`src/rtl/aes_byte_loader_pkg.sv`:
```
// ----------------------------------------------------------------------------
// aes_byte_loader_pkg
// Shared definitions for the AES byte loader and its output serialiser.
//   state_t        FSM state encoding (exposed on the loader's dbg_state port)
//   HDR_*          bit positions inside the frame header byte
//   BLOCK_BYTES    bytes per 128-bit AES block
//   shift_in_byte  appends one byte at the LSB end, so that the first of
//                  16 bytes ends up in bits [127:120]
// ----------------------------------------------------------------------------
package aes_byte_loader_pkg;

  localparam int BLOCK_BYTES = 16;

  // Header byte layout; bits [7:3] carry nothing.
  localparam int HDR_DEC    = 0;
  localparam int HDR_NEWKEY = 1;
  localparam int HDR_IV     = 2;

  localparam logic [3:0] LAST_BYTE_IDX = 4'(BLOCK_BYTES - 1);

  typedef enum logic [2:0] {
    S_IDLE  = 3'd0,
    S_KEY   = 3'd1,
    S_IV    = 3'd2,
    S_TEXT  = 3'd3,
    S_START = 3'd4,
    S_WAIT  = 3'd5,
    S_SEND  = 3'd6
  } state_t;

  function automatic logic [127:0] shift_in_byte(input logic [127:0] cur,
                                                 input logic [7:0]   b);
    return {cur[119:0], b};
  endfunction

endpackage

```
`src/rtl/aes_byte_loader_ser.sv`:
```
// ----------------------------------------------------------------------------
// aes_byte_ser
// 128-bit load-and-shift register that streams a block out MSB-first, one
// byte per accepted handshake.
//
// Handshake: a byte moves on every rising clk edge where tx_vld and tx_rdy
// are both high; while tx_rdy is low, tx_byte and tx_vld hold their values.
//
// Ports
//   clk, rst   clock, asynchronous active-high reset
//   load       one-cycle pulse: capture data and start streaming
//   data       block to stream (bits [127:120] go out first)
//   tx_byte    current output byte
//   tx_vld     high while bytes remain
//   tx_rdy     downstream ready
//   done       high on the cycle the 16th byte is accepted
// ----------------------------------------------------------------------------
module aes_byte_ser
  import aes_byte_loader_pkg::*;
(
  input  logic         clk,
  input  logic         rst,
  input  logic         load,
  input  logic [127:0] data,
  output logic [7:0]   tx_byte,
  output logic         tx_vld,
  input  logic         tx_rdy,
  output logic         done
);

  logic [127:0] shreg;
  logic [3:0]   cnt;
  logic         active;
  logic         fire;
  logic         cnt_last;

  assign fire     = active & tx_rdy;
  assign cnt_last = (cnt == LAST_BYTE_IDX);

  always_ff @(posedge clk or posedge rst) begin
    if (rst) begin
      shreg  <= '0;
      cnt    <= '0;
      active <= 1'b0;
    end else if (load) begin
      shreg  <= data;
      cnt    <= '0;
      active <= 1'b1;
    end else if (fire) begin
      // Zero-fill keeps tx_byte at 0x00 once the block has drained.
      shreg <= {shreg[119:0], 8'h00};
      cnt   <= cnt + 4'd1;
      if (cnt_last) begin
        active <= 1'b0;
      end
    end
  end

  assign tx_byte = shreg[127:120];
  assign tx_vld  = active;
  assign done    = fire & cnt_last;

endmodule

```
`src/rtl/aes_byte_loader.sv`:
```
// ----------------------------------------------------------------------------
// aes_byte_loader
// Byte-stream front end for a 128-bit AES core. A host frame is a header
// byte followed by an optional 16-byte key, an optional 16-byte IV (CBC
// builds only) and a 16-byte text block. The block is handed to the core
// with a one-cycle start pulse, the result is captured on i_fDone and
// streamed back MSB-first.
//
// Header: bit0 decrypt, bit1 new key, bit2 load IV, bits[7:3] ignored.
// A key phase is forced whenever no key has been loaded since reset.
//
// Build option: define AES_LOADER_CBC_EN to add the 128-bit chain register
// and the IV phase (CBC mode). Without it the block runs ECB only and header
// bit2 has no effect.
//
// Handshake (both byte streams): a byte moves on every rising i_Clk edge
// where the stream's valid and ready are both high.
//
// Ports
//   i_Clk, i_Rst              clock, asynchronous active-high reset
//   i_Byte/i_fByteVld/o_fByteRdy   host -> loader byte stream
//   o_Byte/o_fByteVld/i_fByteRdy   loader -> host byte stream
//   o_fStart, o_fDec, o_Text, o_Key   request to the AES core
//   i_Data, i_fDone           result from the AES core
//   o_fBusy                   high whenever the FSM is not in IDLE
//   dbg_state                 current FSM state (state_t encoding)
// ----------------------------------------------------------------------------
module aes_byte_loader
  import aes_byte_loader_pkg::*;
(
  input  logic         i_Clk,
  input  logic         i_Rst,
  input  logic [7:0]   i_Byte,
  input  logic         i_fByteVld,
  output logic         o_fByteRdy,
  output logic [7:0]   o_Byte,
  output logic         o_fByteVld,
  input  logic         i_fByteRdy,
  output logic         o_fStart,
  output logic         o_fDec,
  output logic [127:0] o_Text,
  output logic [127:0] o_Key,
  input  logic [127:0] i_Data,
  input  logic         i_fDone,
  output logic         o_fBusy,
  output logic [2:0]   dbg_state
);

  state_t       state;
  state_t       state_nxt;

  logic [3:0]   cnt;
  logic         cnt_last;
  logic         key_vld;
  logic         dec_q;
  logic [127:0] key_q;
  logic [127:0] text_q;

  logic         accept_state;
  logic         byte_rdy;
  logic         in_fire;
  logic         capture;
  logic [127:0] result;
  logic         ser_done;

`ifdef AES_LOADER_CBC_EN
  logic [127:0] chain_q;
  logic         iv_pend;
`endif

  // --------------------------------------------------------------------------
  // Input handshake
  // --------------------------------------------------------------------------
  assign accept_state = (state == S_IDLE) || (state == S_KEY) ||
                        (state == S_IV)   || (state == S_TEXT);
  // The FSM already sits in IDLE during reset; gating with i_Rst keeps the
  // host from seeing ready until reset has been released.
  assign byte_rdy     = accept_state & ~i_Rst;
  assign in_fire      = i_fByteVld & byte_rdy;
  assign cnt_last     = (cnt == LAST_BYTE_IDX);
  assign capture      = (state == S_WAIT) & i_fDone;

  // --------------------------------------------------------------------------
  // FSM state register
  // --------------------------------------------------------------------------
  always_ff @(posedge i_Clk or posedge i_Rst) begin
    if (i_Rst) begin
      state <= S_IDLE;
    end else begin
      state <= state_nxt;
    end
  end

  // --------------------------------------------------------------------------
  // FSM next state and state-decoded outputs
  // --------------------------------------------------------------------------
  always_comb begin
    state_nxt = state;
    o_fStart  = 1'b0;
    o_fBusy   = 1'b1;

    case (state)
      S_IDLE: begin
        o_fBusy = 1'b0;
        if (in_fire) begin
          if (i_Byte[HDR_NEWKEY] || !key_vld) begin
            state_nxt = S_KEY;
          end
`ifdef AES_LOADER_CBC_EN
          else if (i_Byte[HDR_IV]) begin
            state_nxt = S_IV;
          end
`endif
          else begin
            state_nxt = S_TEXT;
          end
        end
      end

      S_KEY: begin
        if (in_fire && cnt_last) begin
`ifdef AES_LOADER_CBC_EN
          state_nxt = iv_pend ? S_IV : S_TEXT;
`else
          state_nxt = S_TEXT;
`endif
        end
      end

`ifdef AES_LOADER_CBC_EN
      S_IV: begin
        if (in_fire && cnt_last) begin
          state_nxt = S_TEXT;
        end
      end
`endif

      S_TEXT: begin
        if (in_fire && cnt_last) begin
          state_nxt = S_START;
        end
      end

      S_START: begin
        o_fStart  = 1'b1;
        state_nxt = S_WAIT;
      end

      // No timeout: the core is trusted to eventually raise i_fDone.
      S_WAIT: begin
        if (i_fDone) begin
          state_nxt = S_SEND;
        end
      end

      S_SEND: begin
        if (ser_done) begin
          state_nxt = S_IDLE;
        end
      end

      default: begin
        state_nxt = S_IDLE;
      end
    endcase
  end

  // --------------------------------------------------------------------------
  // Frame datapath: byte counter, key, text, header flags, chain
  // --------------------------------------------------------------------------
  always_ff @(posedge i_Clk or posedge i_Rst) begin
    if (i_Rst) begin
      cnt     <= '0;
      key_vld <= 1'b0;
      dec_q   <= 1'b0;
      key_q   <= '0;
      text_q  <= '0;
`ifdef AES_LOADER_CBC_EN
      chain_q <= '0;
      iv_pend <= 1'b0;
`endif
    end else begin
      if (in_fire) begin
        // The 4-bit counter only runs inside the 16-byte phases, so it
        // naturally wraps 15 -> 0 as each phase is left.
        if (state != S_IDLE) begin
          cnt <= cnt + 4'd1;
        end

        case (state)
          S_IDLE: begin
            dec_q <= i_Byte[HDR_DEC];
`ifdef AES_LOADER_CBC_EN
            iv_pend <= i_Byte[HDR_IV];
`endif
          end

          S_KEY: begin
            key_q <= shift_in_byte(key_q, i_Byte);
            if (cnt_last) begin
              key_vld <= 1'b1;
            end
          end

`ifdef AES_LOADER_CBC_EN
          S_IV: begin
            chain_q <= shift_in_byte(chain_q, i_Byte);
          end

          S_TEXT: begin
            // Encrypt folds the chain in on the last byte so o_Text is
            // already plaintext ^ chain, and registered, at START.
            if (cnt_last && !dec_q) begin
              text_q <= shift_in_byte(text_q, i_Byte) ^ chain_q;
            end else begin
              text_q <= shift_in_byte(text_q, i_Byte);
            end
          end
`else
          S_TEXT: begin
            text_q <= shift_in_byte(text_q, i_Byte);
          end
`endif

          default: begin
          end
        endcase
      end

`ifdef AES_LOADER_CBC_EN
      // Encrypt chains on the new ciphertext; decrypt chains on the
      // ciphertext just received, which text_q still holds unmodified.
      if (capture) begin
        chain_q <= dec_q ? text_q : i_Data;
      end
`endif
    end
  end

`ifdef AES_LOADER_CBC_EN
  assign result = dec_q ? (i_Data ^ chain_q) : i_Data;
`else
  assign result = i_Data;
`endif

  // --------------------------------------------------------------------------
  // Output serialiser
  // --------------------------------------------------------------------------
  aes_byte_ser u_ser (
    .clk     (i_Clk),
    .rst     (i_Rst),
    .load    (capture),
    .data    (result),
    .tx_byte (o_Byte),
    .tx_vld  (o_fByteVld),
    .tx_rdy  (i_fByteRdy),
    .done    (ser_done)
  );

  assign o_fByteRdy = byte_rdy;
  assign o_fDec     = dec_q;
  assign o_Text     = text_q;
  assign o_Key      = key_q;
  assign dbg_state  = state;

endmodule
```
`config.mk`:
```
export PLATFORM = sky130hd
export DESIGN_NAME = aes_byte_loader
export DESIGN_NICKNAME = d
export VERILOG_FILES = /design/src/rtl/aes_byte_loader_pkg.sv /design/src/rtl/aes_byte_loader_ser.sv /design/src/rtl/aes_byte_loader.sv
export SDC_FILE = /design/constraint.sdc
export NUM_CORES = 1
export LEC_CHECK = 0
export ABC_AREA = 1
export CORE_ASPECT_RATIO = 1.4
export CORE_UTILIZATION = 44
export DETAILED_ROUTE_END_ITERATION = 7
export PLACE_DENSITY = 0.83
export SETUP_SLACK_MARGIN = 0.2
export SYNTH_ARGS = -nofsm -noshare
export SYNTH_HDL_FRONTEND = slang
export SYNTH_SLANG_ARGS = --single-unit
export TNS_END_PERCENT = 20
```
`constraint.sdc`:
```
create_clock -name i_Clk -period 14.8 [get_ports i_Clk]
set_input_delay 2.96 -clock i_Clk [delete_from_list [all_inputs] [get_ports i_Clk]]
set_output_delay 2.96 -clock i_Clk [all_outputs]
set_load 0.02 [all_outputs]
```
==> flow_metrics.tcl, run 1 <==
set metrics [dict create \
    status "finished clean" \
    hold_viol_final 0 \
    fin_skew_ps 24.1 \
    max_cap_violations 0 \
    yosysSeqAreaShare 0.624 \
    numClockSinks 398 \
    synth_fp_nets 1873 \
    drt-vias-per-instance 5.11 \
    slew_violations 0 \
    synth_top_area_cell "dfrtp_1" \
    yosys-top-cells-count "nand2_1 (411), dfrtp_1 (398), nor2_1 (232)" \
    hpwl_mm 29.9 \
    dr_wl_met2_mm 21.7 \
    grt_first_pass_wirelength_mm 67.2 \
    place_ws_ps 7420 \
    min_to "o_Key[126]" \
    critPathRequiredTime_ps 11840 \
    hp-class "flop to flop" \
    gp_congestion 0.836 \
    fillers 2839 \
    synthDistinctLibCells 28 \
    drtAntennaViolNets 0 \
    tightestPinTransition_ps 1130 \
    setup-tns-final_ps 0 \
    slew_headroom 0.250 \
    ff2ff_path_depth 8 \
    cts_resized 0 \
    powerDensity_nw_per_um2 235 \
    netlist.area_leader.share 0.624 \
    drt_iter0_markers 1080 \
    yosys_warnings 0 \
    detailroute.wirelength.met3_mm 3.86 \
    yosysMostFrequentCell "nand2_1" \
    start_kind "primary input" \
    vdd_drop_max_mv 0.165 \
    cp_max_fo 3 \
    num_vias 13100 \
    min_path_cells 2 \
    antenna_cells 0 \
    gr-total-overflow 0 \
    period_share 0.498 \
    max_freq_mhz 136 \
    rsz0062_at_grt "no" \
    ys_seq_elements 398 \
    synth_edf_count 0 \
    grt_max_degree 238 \
    worst_slack_ps 7430 \
    period_minus_slack_ps 7370 \
    cts_hold_buf 0 \
    syn2layout_area_growth_pct 34.7 \
    ys_top_cells_by_area "dfrtp_1 (62%), nand2_1 (9.7%), nor2_1 (5.5%)" \
    numCtsBuffers 40 \
    clock_latency_ps 540 \
    wl_per_cell_microns 17.2 \
    portBuffers 412 \
    cts-root-buf "clkbuf_16" \
    p_leak_uw 0.0102 \
    syn_avg_cell_area_sq_um 9.22 \
    fin_nets 2219 \
    critPathArrivalTime_ps 4410 \
    holdCritStartpoint "o_Key[126]" \
    cts_max_level 2 \
    fp-row-count 82 \
    fp.dieW_microns 163 \
    die_y_microns 227 \
    r2r_setup_slack_ps 11460 \
    cts_tree "built" \
    clockBufferDepth 3 \
    cts.clk_slew.worst_paths_ps 70 \
    path_class "primary input to output port" \
    yosys_most_used_dff "dfrtp_1" \
    endpoint_kind "output port" \
    wirelength_mm 44.0 \
    post-cts-setup-buffers 0 \
    top_layer "met4" \
    routedLengthMet1_mm 16.3 \
    io_pins 413 \
    dieArea_sq_um 37000 \
    core_area_sq_um 35700 \
    r2r-end "o_Text[81]" \
    drt_pre_antenna_iters 8 \
    synth-async-reset-ratio 1.00 \
    grt_pass1_vias 12800 \
    syn-instance-count 1730 \
    gr-usage-all-layers 0.232 \
    drive_gt1_frac 0.0461 \
    floorplan.initialDensity 0.447 \
    rr_startpoint "dbg_state[2]" \
    antenna_found_initial 0 \
    synthesis.area_sq_um 16000 \
    finish.utilization 0.602 \
    setup_viol 0 \
    drc 0 \
]
## kinds of logic (layout without fill, tap and decap cells)
| kind of cell | after synthesis | count (layout) | share of synthesized area |
|---|---|---|---|
| AND/OR/NAND/NOR | 690 | 690 | 0.168 |
| flip-flops | 398 | 398 | 0.624 |
| AO/OA/AOI/OAI | 378 | 378 | 0.132 |
| buffers and inverters | 258 | 633 | 0.0721 |
| XOR/XNOR | 4 | 4 | 0.00220 |
| adder cells (fa/ha/maj) | 2 | 2 | 0.00157 |
## metal layers
metal / global-route usage / up-vias
met5: 0 / -
met1: 0.264 / 6257
li1: - / 6261
met3: 0.0747 / 111
met2: 0.392 / 481
met4: 0.116 / 0
## layout by cell type (no fill, tap or decap), types with 2 or more instances in the layout
cell,n
clkdlybuf4s50_1,412
nand2_1,410
dfrtp_1,398
nor2_1,232
inv_1,135
o21ai_1,126
a31oi_1,111
a21oi_1,105
clkbuf_16,41
nand3_1,33
o21ai_0,16
a21oi_2,10
a22o_1,8
clkinv_2,7
clkinvlp_4,6
nand4_1,6
clkbuf_1,6
buf_4,6
clkbuf_8,5
inv_2,4
inv_6,3
bufinv_16,3
buf_12,3
nand2_2,2
nor2_4,2
xor2_1,2
nor3_1,2
xnor2_1,2
ha_1,2
## metrics by stage
| step | instances | area (sq um) | total power, uW | hold slack, ps |
|---|---|---|---|---|
| 2_1_floorplan | 1730 | 16000 | 2990 | 428 |
| 3_3_place_gp | 2496 | 20200 | 3950 | 440 |
| 3_5_place_dp | 2496 | 20200 | 4020 | 467 |
| 4_1_cts | 2567 | 21500 | 5080 | 483 |
| 5_1_grt | 2567 | 21500 | 5330 | 494 |
| 6_report | 2567 | 21500 | 5040 | 475 |
## how the worst max path moves through the flow
stage	end	cells past startpoint	slack, ps	from
6_report	o_fByteRdy	5	7430	i_Rst
5_1_grt	o_fByteRdy	5	7380	i_Rst
4_1_cts	o_fByteRdy	5	7400	i_Rst
3_5_place_dp	o_fByteRdy	5	7420	i_Rst
3_3_place_gp	o_fByteRdy	5	7400	i_Rst
2_1_floorplan	o_fByteRdy	3	2290	i_Rst
## area by class of cell
class,instances,area (sq um),share of cell area
well taps,462,578,0.0269
flip-flops and latches,398,9960,0.463
clock inverters,19,204,0.00949
repair buffers,421,4230,0.197
clock buffers,52,1120,0.0520
inverters,141,534,0.0249
multi-input cells,1074,4870,0.227
## state kept, by name, indices dropped and copies added, names as in the netlist
name,cells
cnt,4
dbg_state,3
key_vld,1
o_Key,128
o_Text,128
o_fDec,1
u_ser.cnt,4
u_ser.shreg,128
u_ser.tx_vld,1
## power by group
group / internal (uW) / switching (uW)
Combinational: 911 / 1180
Sequential: 1580 / 356
Clock: 590 / 427
Total: 3080 / 1960
## critical path, stage by stage
cell and delay [ps]:
clkdlybuf4s50_1 520, clkinvlp_4 180, nand2_2 140, inv_1 50, clkdlybuf4s50_1 560
Power figures use the tool's default switching activity.
==> run 2, diff against run 1 <==
==> constraint.sdc (replaced) <==
create_clock -name i_Clk -period 6.3 [get_ports i_Clk]
set_input_delay 1.26 -clock i_Clk [delete_from_list [all_inputs] [get_ports i_Clk]]
set_output_delay 1.26 -clock i_Clk [all_outputs]
set_load 0.02 [all_outputs]
==> run 2 against run 1 <==
  * Power up 140%
  * Non-clock buffer count up 1
  * First-iteration DRC count up 0.74%
  * Hold slack worse by 7.6 ps
  * Combinational power up 140%
  * Register-to-register slack worse by 8000 ps
  * Die area unchanged
  * Setup slack worse by 5000 ps
  * Sequential cell count unchanged
  * Sequential power up 140%
  * Cell count up 0.12%
  * Critical endpoint unchanged
==> flow_metrics.tcl, run 2 (synthesis gave the netlist of run 1 again) <==
set metrics [dict create \
    fin_hold_ws_ps 467 \
    slew_headroom 0.234 \
    cts_resized 0 \
    setup_viol 0 \
    fin_cells 2570 \
    max_cap_violations 0 \
    drt_iter0_markers 1088 \
    hpwl_mm 30.3 \
    clockBufferDepth 3 \
    cts.clk_slew.worst_paths_ps 60 \
    grt_max_degree 218 \
    floorplan.initialDensity 0.447 \
    gr-usage-all-layers 0.236 \
    drt-vias-per-instance 5.12 \
    cts_hold_buf 0 \
    start_kind "primary input" \
    core_area_sq_um 35700 \
    cts_tree "built" \
    grt_first_pass_wirelength_mm 68.1 \
    cp_max_fo 3 \
    num_vias 13200 \
    io_pins 413 \
    post-cts-setup-buffers 0 \
    wl_per_cell_microns 17.4 \
    numClockSinks 398 \
    layout_common_cells "clkdlybuf4s50_1 (412), nand2_1 (410), dfrtp_1 (398), nor2_1 (232), inv_1 (134)" \
    fin_skew_ps 14.7 \
    drc 0 \
    p_leak_uw 0.0102 \
    grt_pass1_vias 13000 \
    fin_area_sq_um 21600 \
    dieArea_sq_um 37000 \
    hold_viol_final 0 \
    critPathArrivalTime_ps 2620 \
    vdd_drop_max_mv 0.385 \
    slew_violations 0 \
    tightestPinTransition_ps 1150 \
    worst_slack_ps 2420 \
    critPathTopFamily "buffers and inverters" \
    cts_max_level 2 \
    finish.utilization 0.604 \
    slowest_stage "clkdlybuf4s50_1" \
    period_share 0.617 \
    fp-row-count 82 \
    wirelength_mm 44.6 \
    placed_area_sq_um 20200 \
    antenna_found_initial 0 \
    fp.dieW_microns 163 \
    portBuffers 412 \
    period_minus_slack_ps 3880 \
    drive_gt1_frac 0.0470 \
    drtAntennaViolNets 0 \
    hp-class "flop to flop" \
    dp_cells 2497 \
    clock_latency_ps 530 \
    status "finished clean" \
    numCtsBuffers 40 \
    fin_nets 2220 \
    path_cells "clkdlybuf4s50_1 -> clkinvlp_4 -> nand2_2 -> inv_2 -> clkdlybuf4s50_1" \
    slowest_delay_ps 570 \
    drt_pre_antenna_iters 5 \
    path_class "primary input to output port" \
    gr-total-overflow 0 \
    endpoint_kind "output port" \
    critPathBufInv 4 \
    syn2layout_area_growth_pct 35.2 \
    gp_congestion 0.896 \
    place_ws_ps 2330 \
    cts-root-buf "clkbuf_16" \
    antenna_cells 0 \
    die_y_microns 227 \
    critPathRequiredTime_ps 5040 \
    cp_common_cell "clkdlybuf4s50_1" \
    final_common_cell "clkdlybuf4s50_1" \
    powerDensity_nw_per_um2 554 \
    max_freq_mhz 257 \
    rsz0062_at_grt "no" \
]
-- run 2: area by class of cell --
cell class                      count  area [sq um]
Sequential cell                   398          9960
Multi-Input combinational cell   1074          4870
Clock buffer                       56          1150
Inverter                          141           534
Tap cell                          462           578
Fill cell                        2895         14100
Timing Repair Buffer              422          4260
Clock inverter                     17           210
-- run 2: path summary, 6_finish.rpt --
kind,from,to,slack (ps),cells past startpoint
worst max-delay path,i_Rst,o_fByteRdy,2420,5
worst min-delay path,key_vld,key_vld,470,1
worst max register to register,dbg_state[2],o_Key[107],3460,7
worst min register to register,key_vld,key_vld,470,1
max in group asynchronous,i_Rst,o_Text[72],3120,4
min in group asynchronous,i_Rst,o_Key[17],1470,3
-- run 2: worst register-to-register path, cell delays in order (launching register included) --
cell,delay [ps]
dfrtp_1,490
inv_2,180
nand2_2,110
nor2_4,400
nand2_8,630
buf_4,630
nor2_1,210
a21oi_1,60
-- run 2: routing by layer --
metal	up-vias	GRT usage	part of all wire
li1	6271	-	-
met1	6295	0.272	0.38
met2	491	0.407	0.50
met3	95	0.0676	0.083
met4	0	0.103	0.040
met5	-	0	0
-- run 2: stage by stage --
stage,setup TNS [ps],power [uW]
floorplan,-653000,7020
global placement,0,9330
detailed placement,0,9500
CTS,0,12000
finish,0,11900
global route,0,12600
-- run 2: power by group --
| part | switching (uW) | total [uW] | internal (uW) |
|---|---|---|---|
| logic | 2770 | 4920 | 2150 |
| registers | 858 | 4570 | 3720 |
| clock network | 998 | 2450 | 1450 |
| total | 4630 | 11900 | 7310 |
==> run 3, diff against run 2 <==
==> constraint.sdc (replaced) <==
create_clock -name i_Clk -period 3.1 [get_ports i_Clk]
set_input_delay 0.62 -clock i_Clk [delete_from_list [all_inputs] [get_ports i_Clk]]
set_output_delay 0.62 -clock i_Clk [all_outputs]
set_load 0.02 [all_outputs]
==> run 3 against run 2 <==
  * Core utilization grew 0.43 points
  * Non-clock buffer count grew 23
  * Wire length grew 0.79%
  * Sequential power grew 100%
  * Cell count grew 0.74%
  * Die area is the same
  * Global-route usage grew 0.11 points
  * Largest cell class unchanged
  * Highest routed layer is now met5
==> flow_metrics.tcl, run 3 (synthesis gave the netlist of run 1 again) <==
set metrics [dict create \
    r2r-end "o_Text[93]" \
    io_pins 413 \
    vdd_drop_max_mv 0.722 \
    hold_viol_final 0 \
    hpwl_mm 31.4 \
    drtAntennaViolNets 0 \
    setup-tns-final_ps 0 \
    numClockSinks 398 \
    cp_max_fo 8 \
    portBuffers 412 \
    worst_slack_ps 406 \
    gr-usage-all-layers 0.237 \
    min_path_cells 1 \
    die_y_microns 227 \
    drive_gt1_frac 0.0569 \
    finish.utilization 0.608 \
    cp-startpoint "dbg_state[1]" \
    holdCritStartpoint "key_vld" \
    gp_congestion 0.895 \
    tightestPinTransition_ps 820 \
    fp-row-count 82 \
    drt_pre_antenna_iters 6 \
    rsz0062_at_grt "no" \
    critPathArrivalTime_ps 2070 \
    gr-total-overflow 0 \
    wirelength_mm 45.0 \
    period_minus_slack_ps 2690 \
    num_vias 13300 \
    fillers 2840 \
    grt_first_pass_wirelength_mm 68.4 \
    max_cap_violations 0 \
    endpoint_kind "output port" \
    final_common_cell "clkdlybuf4s50_1" \
    period_share 0.869 \
    cts_resized 0 \
    ff2ff_path_depth 6 \
    dieArea_sq_um 37000 \
    cts_tree "built" \
    critPathRequiredTime_ps 2480 \
    slowest_delay_ps 670 \
    drc 0 \
    fin_skew_ps 25.9 \
    slowest_stage "clkdlybuf4s50_1" \
    antenna_found_initial 2 \
    cts-root-buf "clkbuf_16" \
    cts.clk_slew.worst_paths_ps 70 \
    syn2layout_area_growth_pct 36.2 \
    numCtsBuffers 39 \
    slew_violations 0 \
    drt_iter0_markers 1185 \
    slew_headroom 0.453 \
    path_cells "nor2_1 -> nand2_1 -> clkdlybuf4s50_1" \
    place_ws_ps 440 \
    critPathBufInv 1 \
    min_to "key_vld" \
    fin_nets 2242 \
    hp-class "flop to flop" \
    fin_area_sq_um 21700 \
    r2r_setup_slack_ps 1110 \
    placed_area_sq_um 20500 \
    drt-vias-per-instance 5.15 \
    clockBufferDepth 3 \
    core_area_sq_um 35700 \
    grt_pass1_vias 13100 \
    post-cts-setup-buffers 0 \
    rr_startpoint "dbg_state[2]" \
    setup_viol 0 \
    floorplan.initialDensity 0.447 \
    layout_common_cells "clkdlybuf4s50_1 (412), nand2_1 (410), dfrtp_1 (397), nor2_1 (232), inv_1 (134)" \
    finalPower_uw 24000 \
    max_freq_mhz 371 \
    critPathTopFamily "buffers and inverters" \
    wl_per_cell_microns 17.4 \
    cts_max_level 2 \
    clock_latency_ps 540 \
    grt_max_degree 142 \
    powerDensity_nw_per_um2 1100 \
    start_kind "flop" \
    fp.dieW_microns 163 \
    cts_hold_buf 0 \
    p_leak_uw 0.0103 \
    path_class "flop to output port" \
    status "finished clean" \
]
[run 3: how the worst max path moves through the flow]
stage / to / slack [ps] / cells past startpoint
after floorplan: o_fByteRdy / -4570 / 3
after global routing: o_fStart / 310 / 4
final: o_fBusy / 410 / 3
after global placement: o_fByteRdy / 440 / 5
after detailed placement: o_fByteRdy / 440 / 5
after CTS: o_fBusy / 240 / 3
[run 3: per-layer routing]
| layer | track usage | wire length [microns] | up-vias | part of all wire |
|---|---|---|---|---|
| li1 | - | - | 6327 | - |
| met1 | 0.262 | 16600 | 6378 | 0.37 |
| met2 | 0.417 | 22600 | 518 | 0.50 |
| met3 | 0.0687 | 3780 | 110 | 0.084 |
| met4 | 0.112 | 1970 | 2 | 0.044 |
| met5 | 0 | 13 | - | 0.00029 |
[run 3: area by class of cell]
cell class                      instances  area (sq um)  share of cell area
Timing Repair Buffer                  445          4530               0.209
Tap cell                              462           578              0.0266
Multi-Input combinational cell       1074          4870               0.224
Antenna cell                            1          2.50            0.000115
Inverter                              141           534              0.0246
Sequential cell                       398          9960               0.459
Clock inverter                         13          82.6             0.00380
Clock buffer                           55          1160              0.0533
[run 3: report_power, final]
| group | total [uW] | switching (uW) | internal, uW |
|---|---|---|---|
| clock | 4580 | 1970 | 2610 |
| sequential | 9270 | 1720 | 7550 |
| combinational | 10100 | 5670 | 4460 |
| total | 24000 | 9370 | 14600 |
[run 3: per-stage QoR]
stage / hold WS, ps / cells
detailed placement: 453 / 2520
global placement: 443 / 2520
global route: 483 / 2589
floorplan: 428 / 1730
finish: 461 / 2589
CTS: 468 / 2588
